File: src/rtl/fetch_stage.sv
// Instruction-fetch stage: owns the fetch PC, issues in-order imem requests,
// buffers returned words in a 2-slot in-order queue and presents them to decode.
// Responses belonging to requests killed by a redirect are counted and dropped.
module fetch_stage #(
  parameter int               XLEN      = 32,
  parameter logic [XLEN-1:0]  RESET_PC  = '0,
  parameter logic [XLEN-1:0]  NOP_INSTR = 32'h0000_0013
) (
  input  logic            clk,
  input  logic            rst_n,
  output logic            imem_req_valid,
  output logic [XLEN-1:0] imem_req_addr,
  input  logic            imem_req_ready,
  input  logic            imem_rsp_valid,
  input  logic [XLEN-1:0] imem_rsp_data,
  input  logic            stall_d,
  input  logic            redirect_valid,
  input  logic [XLEN-1:0] redirect_pc,
  output logic            valid_d,
  output logic [XLEN-1:0] instr_d,
  output logic [XLEN-1:0] pc_d,
  output logic [XLEN-1:0] pcplus4_d,
  output logic            err
);

  logic [XLEN-1:0]        r_pc_f;
  logic [1:0]             r_busy;
  logic [1:0]             r_filled;
  logic [1:0][XLEN-1:0]   r_pc;
  logic [1:0][XLEN-1:0]   r_instr;
  logic                   r_head;
  logic                   r_tail;
  logic [1:0]             r_drop_cnt;
  logic                   r_err;

  logic [1:0]             w_unf;
  logic [2:0]             w_busy_cnt;
  logic [2:0]             w_unf_cnt;
  logic                   w_fire;
  logic                   w_rsp_drop;
  logic                   w_rsp_fill;
  logic                   w_rsp_err;
  logic                   w_fill_idx;
  logic                   w_consume;
  logic [2:0]             w_redir_drop;

  assign w_unf      = r_busy & ~r_filled;
  assign w_busy_cnt = {2'b0, r_busy[0]} + {2'b0, r_busy[1]};
  assign w_unf_cnt  = {2'b0, w_unf[0]} + {2'b0, w_unf[1]};

  // Killed requests still in flight occupy issue credit just like busy slots.
  assign imem_req_valid = rst_n && !redirect_valid &&
                          ((w_busy_cnt + {1'b0, r_drop_cnt}) < 3'd2);
  assign imem_req_addr  = r_pc_f;
  assign w_fire         = imem_req_valid && imem_req_ready;

  // Stale words are consumed by the drop counter before any slot is filled.
  assign w_rsp_drop = imem_rsp_valid && (r_drop_cnt != 2'd0);
  assign w_rsp_fill = imem_rsp_valid && (r_drop_cnt == 2'd0) && (|w_unf);
  assign w_rsp_err  = imem_rsp_valid && (r_drop_cnt == 2'd0) && !(|w_unf);
  // Queue is in order, so the head is the oldest busy slot.
  assign w_fill_idx = w_unf[r_head] ? r_head : ~r_head;

  assign valid_d   = rst_n && r_busy[r_head] && r_filled[r_head];
  assign instr_d   = valid_d ? r_instr[r_head] : NOP_INSTR;
  assign pc_d      = valid_d ? r_pc[r_head] : '0;
  assign pcplus4_d = pc_d + XLEN'(4);
  assign err       = r_err;
  assign w_consume = valid_d && !stall_d;

  // Requests still outstanding after this cycle's response, all of them now dead.
  assign w_redir_drop = w_unf_cnt - {2'b0, w_rsp_fill}
                      + {1'b0, r_drop_cnt} - {2'b0, w_rsp_drop};

  // Fetch PC, slot queue, drop counter and sticky error; redirect overrides all.
  always_ff @(posedge clk) begin
    if (!rst_n) begin
      r_pc_f     <= RESET_PC;
      r_busy     <= '0;
      r_filled   <= '0;
      r_head     <= 1'b0;
      r_tail     <= 1'b0;
      r_drop_cnt <= '0;
      r_err      <= 1'b0;
    end else begin
      if (w_rsp_err) r_err <= 1'b1;
      if (w_rsp_fill) r_instr[w_fill_idx] <= imem_rsp_data;
      if (redirect_valid) begin
        r_busy     <= '0;
        r_filled   <= '0;
        r_head     <= 1'b0;
        r_tail     <= 1'b0;
        r_pc_f     <= redirect_pc;
        r_drop_cnt <= w_redir_drop[1:0];
      end else begin
        // Tail slot is guaranteed free when issuing; it never aliases head or fill.
        if (w_fire) begin
          r_busy[r_tail]   <= 1'b1;
          r_filled[r_tail] <= 1'b0;
          r_pc[r_tail]     <= r_pc_f;
          r_tail           <= ~r_tail;
          r_pc_f           <= r_pc_f + XLEN'(4);
        end
        if (w_rsp_fill) r_filled[w_fill_idx] <= 1'b1;
        if (w_rsp_drop) r_drop_cnt <= r_drop_cnt - 2'd1;
        if (w_consume) begin
          r_busy[r_head] <= 1'b0;
          r_head         <= ~r_head;
        end
      end
    end
  end

endmodule

File: config.mk
export PLATFORM = sky130hd
export DESIGN_NAME = fetch_stage
export DESIGN_NICKNAME = d
export VERILOG_FILES = /design/src/rtl/fetch_stage.sv
export SDC_FILE = /design/constraint.sdc
export NUM_CORES = 1
export LEC_CHECK = 0
export ABC_CLOCK_PERIOD_IN_PS = 4100
export BUFFER_PORTS_ARGS = -buffer_cell sky130_fd_sc_hd__buf_2
export CAP_MARGIN = 20
export CORE_MARGIN = 2
export CORE_UTILIZATION = 48
export CTS_CLUSTER_DIAMETER = 60
export CTS_CLUSTER_SIZE = 12
export DETAILED_ROUTE_END_ITERATION = 7
export PLACE_DENSITY = 0.73
export SYNTH_ARGS = -nofsm -noshare
export SYNTH_HDL_FRONTEND = slang
export SYNTH_SLANG_ARGS = --single-unit
File: constraint.sdc
create_clock -name clk -period 4.1 [get_ports clk]
set_input_delay 0.82 -clock clk [delete_from_list [all_inputs] [get_ports clk]]
set_output_delay 0.82 -clock clk [all_outputs]
set_load 0.03 [all_outputs]
# == Word-level counts from Yosys, hierarchy flattened ==
# Index checks and enable logic that the tools add are counted.
# word_totals
reg_bits,169
out_inout_bits,131
elab_cells,100
# op_classes
addsub,9
magnitude_cmp,7
mux,37
bitwise_logic,12
n_reduce_logical,24
# op_table
cell,n
$mux W32,10
$bwmux W64,2
$add A32 B3 Y32 const B,2
$demux W32 S1,2
$mux W2,10
$logic_and A1 B1 Y1,13
$mux W1,10
$and A2 B2 Y2,3
$lt A1 B2 Y1 const B,3
$not A2 Y2,3
$reduce_bool A2 Y1,3
$add A1 B1 Y2,2
$not A1 Y1,4
$or A2 B2 Y2,2
$reduce_or A2 Y1,2
$sub A2 B1 Y2,2
$add A2 B2 Y3,1
$demux W1 S1,3
$ge A1 B1 Y1 const B,3
$logic_not A1 Y1,3
$lt A3 B2 Y1 const B,1
$reduce_and A3 Y1,1
$add A2 B2 Y2,1
$logic_not A2 Y1,1
2 further kinds,2

# == Longest topological paths before layout ==
# Gate-level depths: netlist of run 1.
# logic_depth
word_depth,11
depth_mapped,12

# == Least setup slack after synthesis of run 1 ==
# No wires, ideal clock.
# synth_path
path_kind,input port to output port
startpoint,input port rst_n
endpoint,output port pcplus4_d[10]
arrival_ns,3.974
t_required_ns,3.280
slack_ns,-0.694
cell_stages,11
path_buffers,3
path_cell_list,nand4_4 -> and2_1 -> clkbuf_1 -> clkbuf_1 -> buf_1 -> nor2_1 -> ha_1 -> a21boi_0 -> and2_1 -> a21boi_0 -> a311oi_1
# synth_via
elab_chain_len,4
# synth_rtl
item,line_no,rtl
start: declaration,10,"input logic rst_n,"
$logic_and A1 B1 Y1 (2 in a row),64,assign valid_d = rst_n && r_busy[r_head] && r_filled[r_head];
$mux W32,66,assign pc_d = valid_d ? r_pc[r_head] : '0;
net pc_d[3],21,"output logic [XLEN-1:0] pc_d,"
$add A32 B3 Y32,67,assign pcplus4_d = pc_d + XLEN'(4);
end: declaration,22,"output logic [XLEN-1:0] pcplus4_d,"
# The timed path passes the listed nets, and every way through them passes these cells.

# == Worst setup path after layout of run 1 ==
# layout_path
startpoint,input port rst_n
endpoint,output port pcplus4_d[28]
# layout_via
elab_chain_len,4
# layout_rtl
item,line_no
$logic_and A1 B1 Y1 (2 in a row),64
$mux W32,66
$add A32 B3 Y32,67
# No other way between the ends.

==> flow_summary.yaml, run 1 <==
route:
  first_iter_violations: 418
  detail_route.wirelength_mm: 19.7
  drt_pre_antenna_iters: 5
  drt-vias-per-instance: 5.49
  drc: 0
  routed_len_inst_um: 17.6
  drtAntennaViolNets: 0
  via_total_after_detailed_routing: 6142
setup_path:
  startpoint_type: "primary input"
  timing.rr.end: "r_drop_cnt[1]$_SDFFE_PN0P_"
  worstSetupEndpointType: "primary output"
  timing.critical_path.required_ns: 3.28
  reg2regPathDepth: 10
  critical-path-top-delay-family: "simple AND/OR/NAND/NOR gates"
  cp_max_stage_delay_ns: 0.31
  critPathMaxFanout: 10
  worst_ep_arrival_time_ns: 3.03
  path_class: "primary input to primary output"
  reg2reg_slack_ns: 1.48
  timing.rr.start: "r_busy[1]$_SDFF_PP0_"
  max_stage_delay_cell_worst_path: "sky130_fd_sc_hd__nor4b_4"
  worst-path-buf-inv: 4
  critical_path.cell_chain: "buf_2 -> nand4_4 -> and2_2 -> a21o_2 -> inv_4 -> ha_2 -> a21boi_2 -> nand4_4 -> buf_12 -> nor4b_4 -> xor2_2 -> buf_2"
cts:
  cts.reportedPaths.clkPinSlew_ns: 0.07
  h-tree-depth: 4
  clkSinkCount: 169
  cts_inserted_buffers: 17
  clkLatencyLatePin_ns: 0.43
  clock_path_buffers: 2
  ctsRootBufferMaster: "sky130_fd_sc_hd__clkbuf_16"
  tritoncts: "built"
hold_path:
  worstHoldStart: "imem_req_addr[0]$_SDFFE_PN0P_"
  hp-class: "flip-flop to flip-flop"
  timing.hold.worst_endpoint: "r_pc[0]$_DFFE_PP_"
  timing.hold.worst_path_depth: 0
logic_synthesis:
  post_synth_inst_count: 683
  post_synth_arst_share_pct: 0
  synth_fp_nets: 759
  synth.cell_area_um2: 7980
  synthDistinctLibCells: 63
  synth-seq-area-share_pct: 58.5
  synth_enable_flop_cells: 128
  ys_seq_elements: 169
  post_synth.cell_area_avg_um2: 11.7
  ys_warn_count: 0
  synthFlopType: "sky130_fd_sc_hd__edfxtp_1"
run_status:
  status: "finished clean"
timing:
  finalCritPeriodShare_pct: 93.9
  timing.slew.headroom_pct: 34.4
  tightestPinTransition_ns: 0.980
  report.final.slew_viol_count: 0
  finalSetupViolations: 0
  setup_tns_ns: 0
  rsz0062_at_grt: "false"
  final.setup.worst_slack_ns: 0.249
  post-route-min-period_ns: 3.85
  worst_clock_skew_ns: 0.00876
  hold-worst-slack_ns: 0.486
  clock.fmax_ghz: 0.260
  final_hold_viol_count: 0
final_layout:
  layout_commonest_cell: "sky130_fd_sc_hd__buf_2"
  layout_common_cells: "200 x sky130_fd_sc_hd__buf_2, 128 x sky130_fd_sc_hd__edfxtp_1, 81 x sky130_fd_sc_hd__nor2_1"
  diodes: 0
  areaGrowthSynthToFinish_pct: 24.9
  design.final.nets: 962
  final_layout_size_suffix_gt1_share_pct: 32.1
  post-route-util_pct: 60.7
flow_run:
  drv.max_cap_violation_count: 0
global_route:
  grtUsageTotal_pct: 21.9
  via_count_of_the_first_global_routing_pass: 5681
  grt_start_max_net_pins: 82
  number_of_antenna_violations_at_the_first_check_in_global_routing: 1
  wire_length_of_the_first_global_routing_pass_mm: 30.3
  global_route.overflow_total: 0
place:
  dpl.hpwl_mm: 13.9
  placement.io_buffers: 200
  post-place-ws_ns: 0.119
  gp_congestion: 0.849
floorplan:
  floorplan.die.height_um: 133
  io-pin-count: 201
  initial_cell_density_of_the_core_pct: 48.6
  rows: 47
  design.die.area_um2: 17700
  die_w_um: 133
  core_um2: 16400
power_and_ir_drop:
  power_density_nw_per_um2: 368
  vdd.ir_drop.worst_uv: 308
  static_leak_nw: 3.98
==> worst max-delay path by stage <==
stage          depth (start not counted)                start  slack [ns]       endpoint
2_1_floorplan                         11                rst_n       0.001  pcplus4_d[28]
3_3_place_gp                          11                rst_n        0.19  pcplus4_d[28]
3_5_place_dp                          11                rst_n        0.12  pcplus4_d[18]
4_1_cts                                7  r_head$_SDFFE_PP0P_        0.02  pcplus4_d[18]
5_1_grt                               11  r_head$_SDFFE_PP0P_        0.11  pcplus4_d[28]
6_report                              12                rst_n        0.25  pcplus4_d[28]
==> logic make-up after synthesis <==
group / count (synthesis) / synth area share (%)
xor+xnor: 35 / 3.84
buf+inv: 50 / 2.85
fa+ha+maj: 6 / 1.13
simple gates: 253 / 16.6
compound gates: 102 / 8.50
mux: 68 / 8.59
flops: 169 / 58.5
==> state kept, by name, summed over array words and instances, names as in the netlist <==
register,cells
r_drop_cnt,2
r_filled,2
r_instr,64
r_busy,2
r_pc,64
r_head,1
r_tail,1
err,1
imem_req_addr,32
==> cell type report <==
| class | count | area (um^2) |
|---|---|---|
| Tap cell | 220 | 275 |
| Fill cell | 1342 | 6440 |
| Clock inverter | 14 | 125 |
| Clock buffer | 18 | 429 |
| Inverter | 16 | 62.6 |
| Timing Repair Buffer | 218 | 1190 |
| Sequential cell | 169 | 4670 |
| Multi-Input combinational cell | 464 | 3220 |
==> Yosys cell counts (5+ instances only) <==
cell | instances | share of area [%]
sky130_fd_sc_hd__edfxtp_1 | 128 | 48
sky130_fd_sc_hd__xnor2_1 | 10 | 1.1
sky130_fd_sc_hd__or3_1 | 10 | 0.78
sky130_fd_sc_hd__and3_1 | 8 | 0.63
sky130_fd_sc_hd__buf_2 | 8 | 0.50
sky130_fd_sc_hd__nand4_1 | 9 | 0.71
sky130_fd_sc_hd__nor2_1 | 85 | 4.0
sky130_fd_sc_hd__dfxtp_1 | 41 | 10
sky130_fd_sc_hd__nand3_1 | 31 | 1.9
sky130_fd_sc_hd__nand2_1 | 63 | 3.0
sky130_fd_sc_hd__mux2i_1 | 64 | 8.0
sky130_fd_sc_hd__xor2_1 | 25 | 2.7
sky130_fd_sc_hd__clkbuf_1 | 15 | 0.71
sky130_fd_sc_hd__nor3_1 | 6 | 0.38
sky130_fd_sc_hd__nand2b_1 | 6 | 0.47
sky130_fd_sc_hd__buf_4 | 6 | 0.56
sky130_fd_sc_hd__a31oi_1 | 16 | 1.3
sky130_fd_sc_hd__o21ai_0 | 17 | 1.1
sky130_fd_sc_hd__a21oi_1 | 24 | 1.5
sky130_fd_sc_hd__and2_1 | 5 | 0.39
sky130_fd_sc_hd__inv_1 | 16 | 0.75
sky130_fd_sc_hd__o211ai_1 | 9 | 0.85
==> stage by stage <==
step,total power [mW],instances,instance area (um^2)
after global routing,3.79,1119,9970
final,3.67,1119,9970
after CTS,3.69,1117,9900
after floorplan,2.10,683,8090
after detailed placement,2.21,1085,9350
after global placement,2.20,1085,9350
==> power breakdown <==
| part | leakage (nW) | internal, mW | switching, mW |
|---|---|---|---|
| registers | 1.51 | 1.88 | 0.0505 |
| clock network | 0.260 | 0.798 | 0.702 |
| logic | 2.21 | 0.0896 | 0.150 |
==> what timing repair did <==
action | in CTS | in global routing
resized for setup | 0 | 3
setup buffers | 0 | 1
endpoints found under the hold margin | 0 | 0
hold buffers | 0 | 0
endpoints found under the setup margin | 0 | 12
==> worst register-to-register path: cells and delay by family, from the launching register on <==
| kind | cells | cell delay (ns) |
|---|---|---|
| xor+xnor | 1 | 0.20 |
| compound gates | 3 | 0.55 |
| simple gates | 2 | 0.27 |
| buf+inv | 2 | 0.16 |
| fa+ha+maj | 2 | 0.88 |
| flops | 1 | 0.46 |
==> metal layers <==
layer	up-vias	share of wire, %	GRT usage (%)
li1	2938	-	-
met1	2952	44	30.8
met2	237	48	35.1
met3	15	6.6	4.33
met4	0	1.2	6.03
met5	-	0	0
Power figures use the tool's default switching activity.
==> inputs of run 2 (changes only) <==
CORE_ASPECT_RATIO = 1.4   (was not set)
==> flow_summary.yaml, run 2 (synthesized netlist as in run 1, its figures left out) <==
route:
  first_iter_violations: 314
  drtAntennaViolNets: 0
  drc: 18
  drt-vias-per-instance: 5.48
  routed_len_inst_um: 17.4
  via_total_after_detailed_routing: 6002
  detail_route.wirelength_mm: 19.0
  drt_pre_antenna_iters: 7
setup_path:
  max_stage_delay_cell_worst_path: "sky130_fd_sc_hd__nor4b_2"
  critPathMaxFanout: 10
  worst-path-buf-inv: 3
  path_class: "primary input to primary output"
  critical-path-top-delay-family: "simple AND/OR/NAND/NOR gates"
  cp_max_stage_delay_ns: 0.40
  worst_ep_arrival_time_ns: 3.11
  reg2regPathDepth: 10
  reg2reg_slack_ns: 1.47
  critical_path.cell_chain: "buf_2 -> nand4_4 -> and2_2 -> a21o_2 -> inv_4 -> ha_2 -> a21boi_2 -> nand4_4 -> nor4b_2 -> xor2_2 -> buf_2"
  worstSetupEndpointType: "primary output"
  startpoint_type: "primary input"
  timing.rr.end: "r_drop_cnt[1]$_SDFFE_PN0P_"
  timing.rr.start: "r_busy[1]$_SDFF_PP0_"
  timing.critical_path.required_ns: 3.28
timing:
  timing.slew.headroom_pct: 30.1
  clock.fmax_ghz: 0.254
  final_hold_viol_count: 0
  setup_tns_ns: 0
  report.final.slew_viol_count: 0
  tightestPinTransition_ns: 1.04
  rsz0062_at_grt: "false"
  worst_clock_skew_ns: 0.0109
  final.setup.worst_slack_ns: 0.171
  post-route-min-period_ns: 3.93
  hold-worst-slack_ns: 0.480
  finalCritPeriodShare_pct: 95.8
  finalSetupViolations: 0
final_layout:
  areaGrowthSynthToFinish_pct: 23.7
  layout_commonest_cell: "sky130_fd_sc_hd__buf_2"
  final_layout_size_suffix_gt1_share_pct: 31.7
  design.final.nets: 959
  layout_common_cells: "200 x sky130_fd_sc_hd__buf_2, 128 x sky130_fd_sc_hd__edfxtp_1, 81 x sky130_fd_sc_hd__nor2_1"
  diodes: 0
  finalNonFillerCells: 1095
global_route:
  via_count_of_the_first_global_routing_pass: 5761
  number_of_antenna_violations_at_the_first_check_in_global_routing: 0
  grtUsageTotal_pct: 21.3
  grt_start_max_net_pins: 72
  wire_length_of_the_first_global_routing_pass_mm: 29.4
  global_route.overflow_total: 0
cts:
  ctsRootBufferMaster: "sky130_fd_sc_hd__clkbuf_16"
  cts.reportedPaths.clkPinSlew_ns: 0.07
  cts_inserted_buffers: 17
  clock_path_buffers: 2
  clkLatencyLatePin_ns: 0.41
  cts_resized: 0
  clkSinkCount: 169
  cts_post_setup_buffers_inserted: 0
  tritoncts: "built"
  h-tree-depth: 4
  hold_buf_count_cts: 0
place:
  post-place-ws_ns: 0.145
  placement.io_buffers: 200
  gp_congestion: 0.885
  dpl.hpwl_mm: 14.0
  place.detailed.instances: 1062
floorplan:
  rows: 55
  die_w_um: 113
  design.die.area_um2: 17700
  core_um2: 16200
  io-pin-count: 201
  initial_cell_density_of_the_core_pct: 49.1
  floorplan.die.height_um: 157
power_and_ir_drop:
  power_density_nw_per_um2: 374
  vdd.ir_drop.worst_uv: 268
  static_leak_nw: 3.94
  total_power_mw: 3.70
hold_path:
  timing.hold.worst_endpoint: "r_pc[32]$_DFFE_PP_"
  timing.hold.worst_path_depth: 0
  hp-class: "flip-flop to flip-flop"
  worstHoldStart: "imem_req_addr[0]$_SDFFE_PN0P_"
run_status:
  violations: "design-rule violations"
  status: "finished with violations"
flow_run:
  drv.max_cap_violation_count: 0
==> run 2: cell types whose count changed in the layout (fill, tap and decap cells not counted), moves of 2 or more <==
cell / previous run / this run
sky130_fd_sc_hd__buf_4: 15 / 13
sky130_fd_sc_hd__inv_6: 5 / 3
sky130_fd_sc_hd__nor2_2: 1 / 3
sky130_fd_sc_hd__nor2_4: 3 / 1
==> run 2: worst max path at each step <==
stage               cells past startpoint       endpoint                 from  slack [ns]
floorplan                              11  pcplus4_d[28]                rst_n       0.001
global placement                       11  pcplus4_d[26]                rst_n        0.19
detailed placement                     11  pcplus4_d[26]                rst_n        0.15
CTS                                    10  pcplus4_d[26]  r_head$_SDFFE_PP0P_        0.05
global route                           11  pcplus4_d[26]                rst_n        0.03
finish                                 11  pcplus4_d[26]                rst_n        0.17
==> run 2: through the flow <==
stage	instance area, um^2	util (%)
final	9870	60.8
after CTS	9860	60.7
after floorplan	8090	-
after detailed placement	9300	57.2
after global routing	9870	60.8
after global placement	9300	57.2
==> run 2: cell type report <==
type	instances	area (um^2)
clock buffers	19	433
clock inverters	13	135
fillers	1329	6370
inverters	16	62.6
multi-input cells	464	3200
flip-flops and latches	169	4670
well taps	199	249
repair buffers	215	1130
==> run 2: metal layers <==
metal	part of all wire [%]	vias up	global-route usage, %
met2	51	200	37.0
met5	0	-	0
li1	-	2925	-
met1	41	2857	26.5
met3	5.8	20	3.76
met4	1.7	0	8.19
==> run 2: power by group <==
group,leakage [nW],total [mW],internal [mW],switching [mW]
Clock,0.265,1.53,0.853,0.675
Combinational,2.16,0.239,0.0892,0.149
Sequential,1.51,1.93,1.88,0.0470
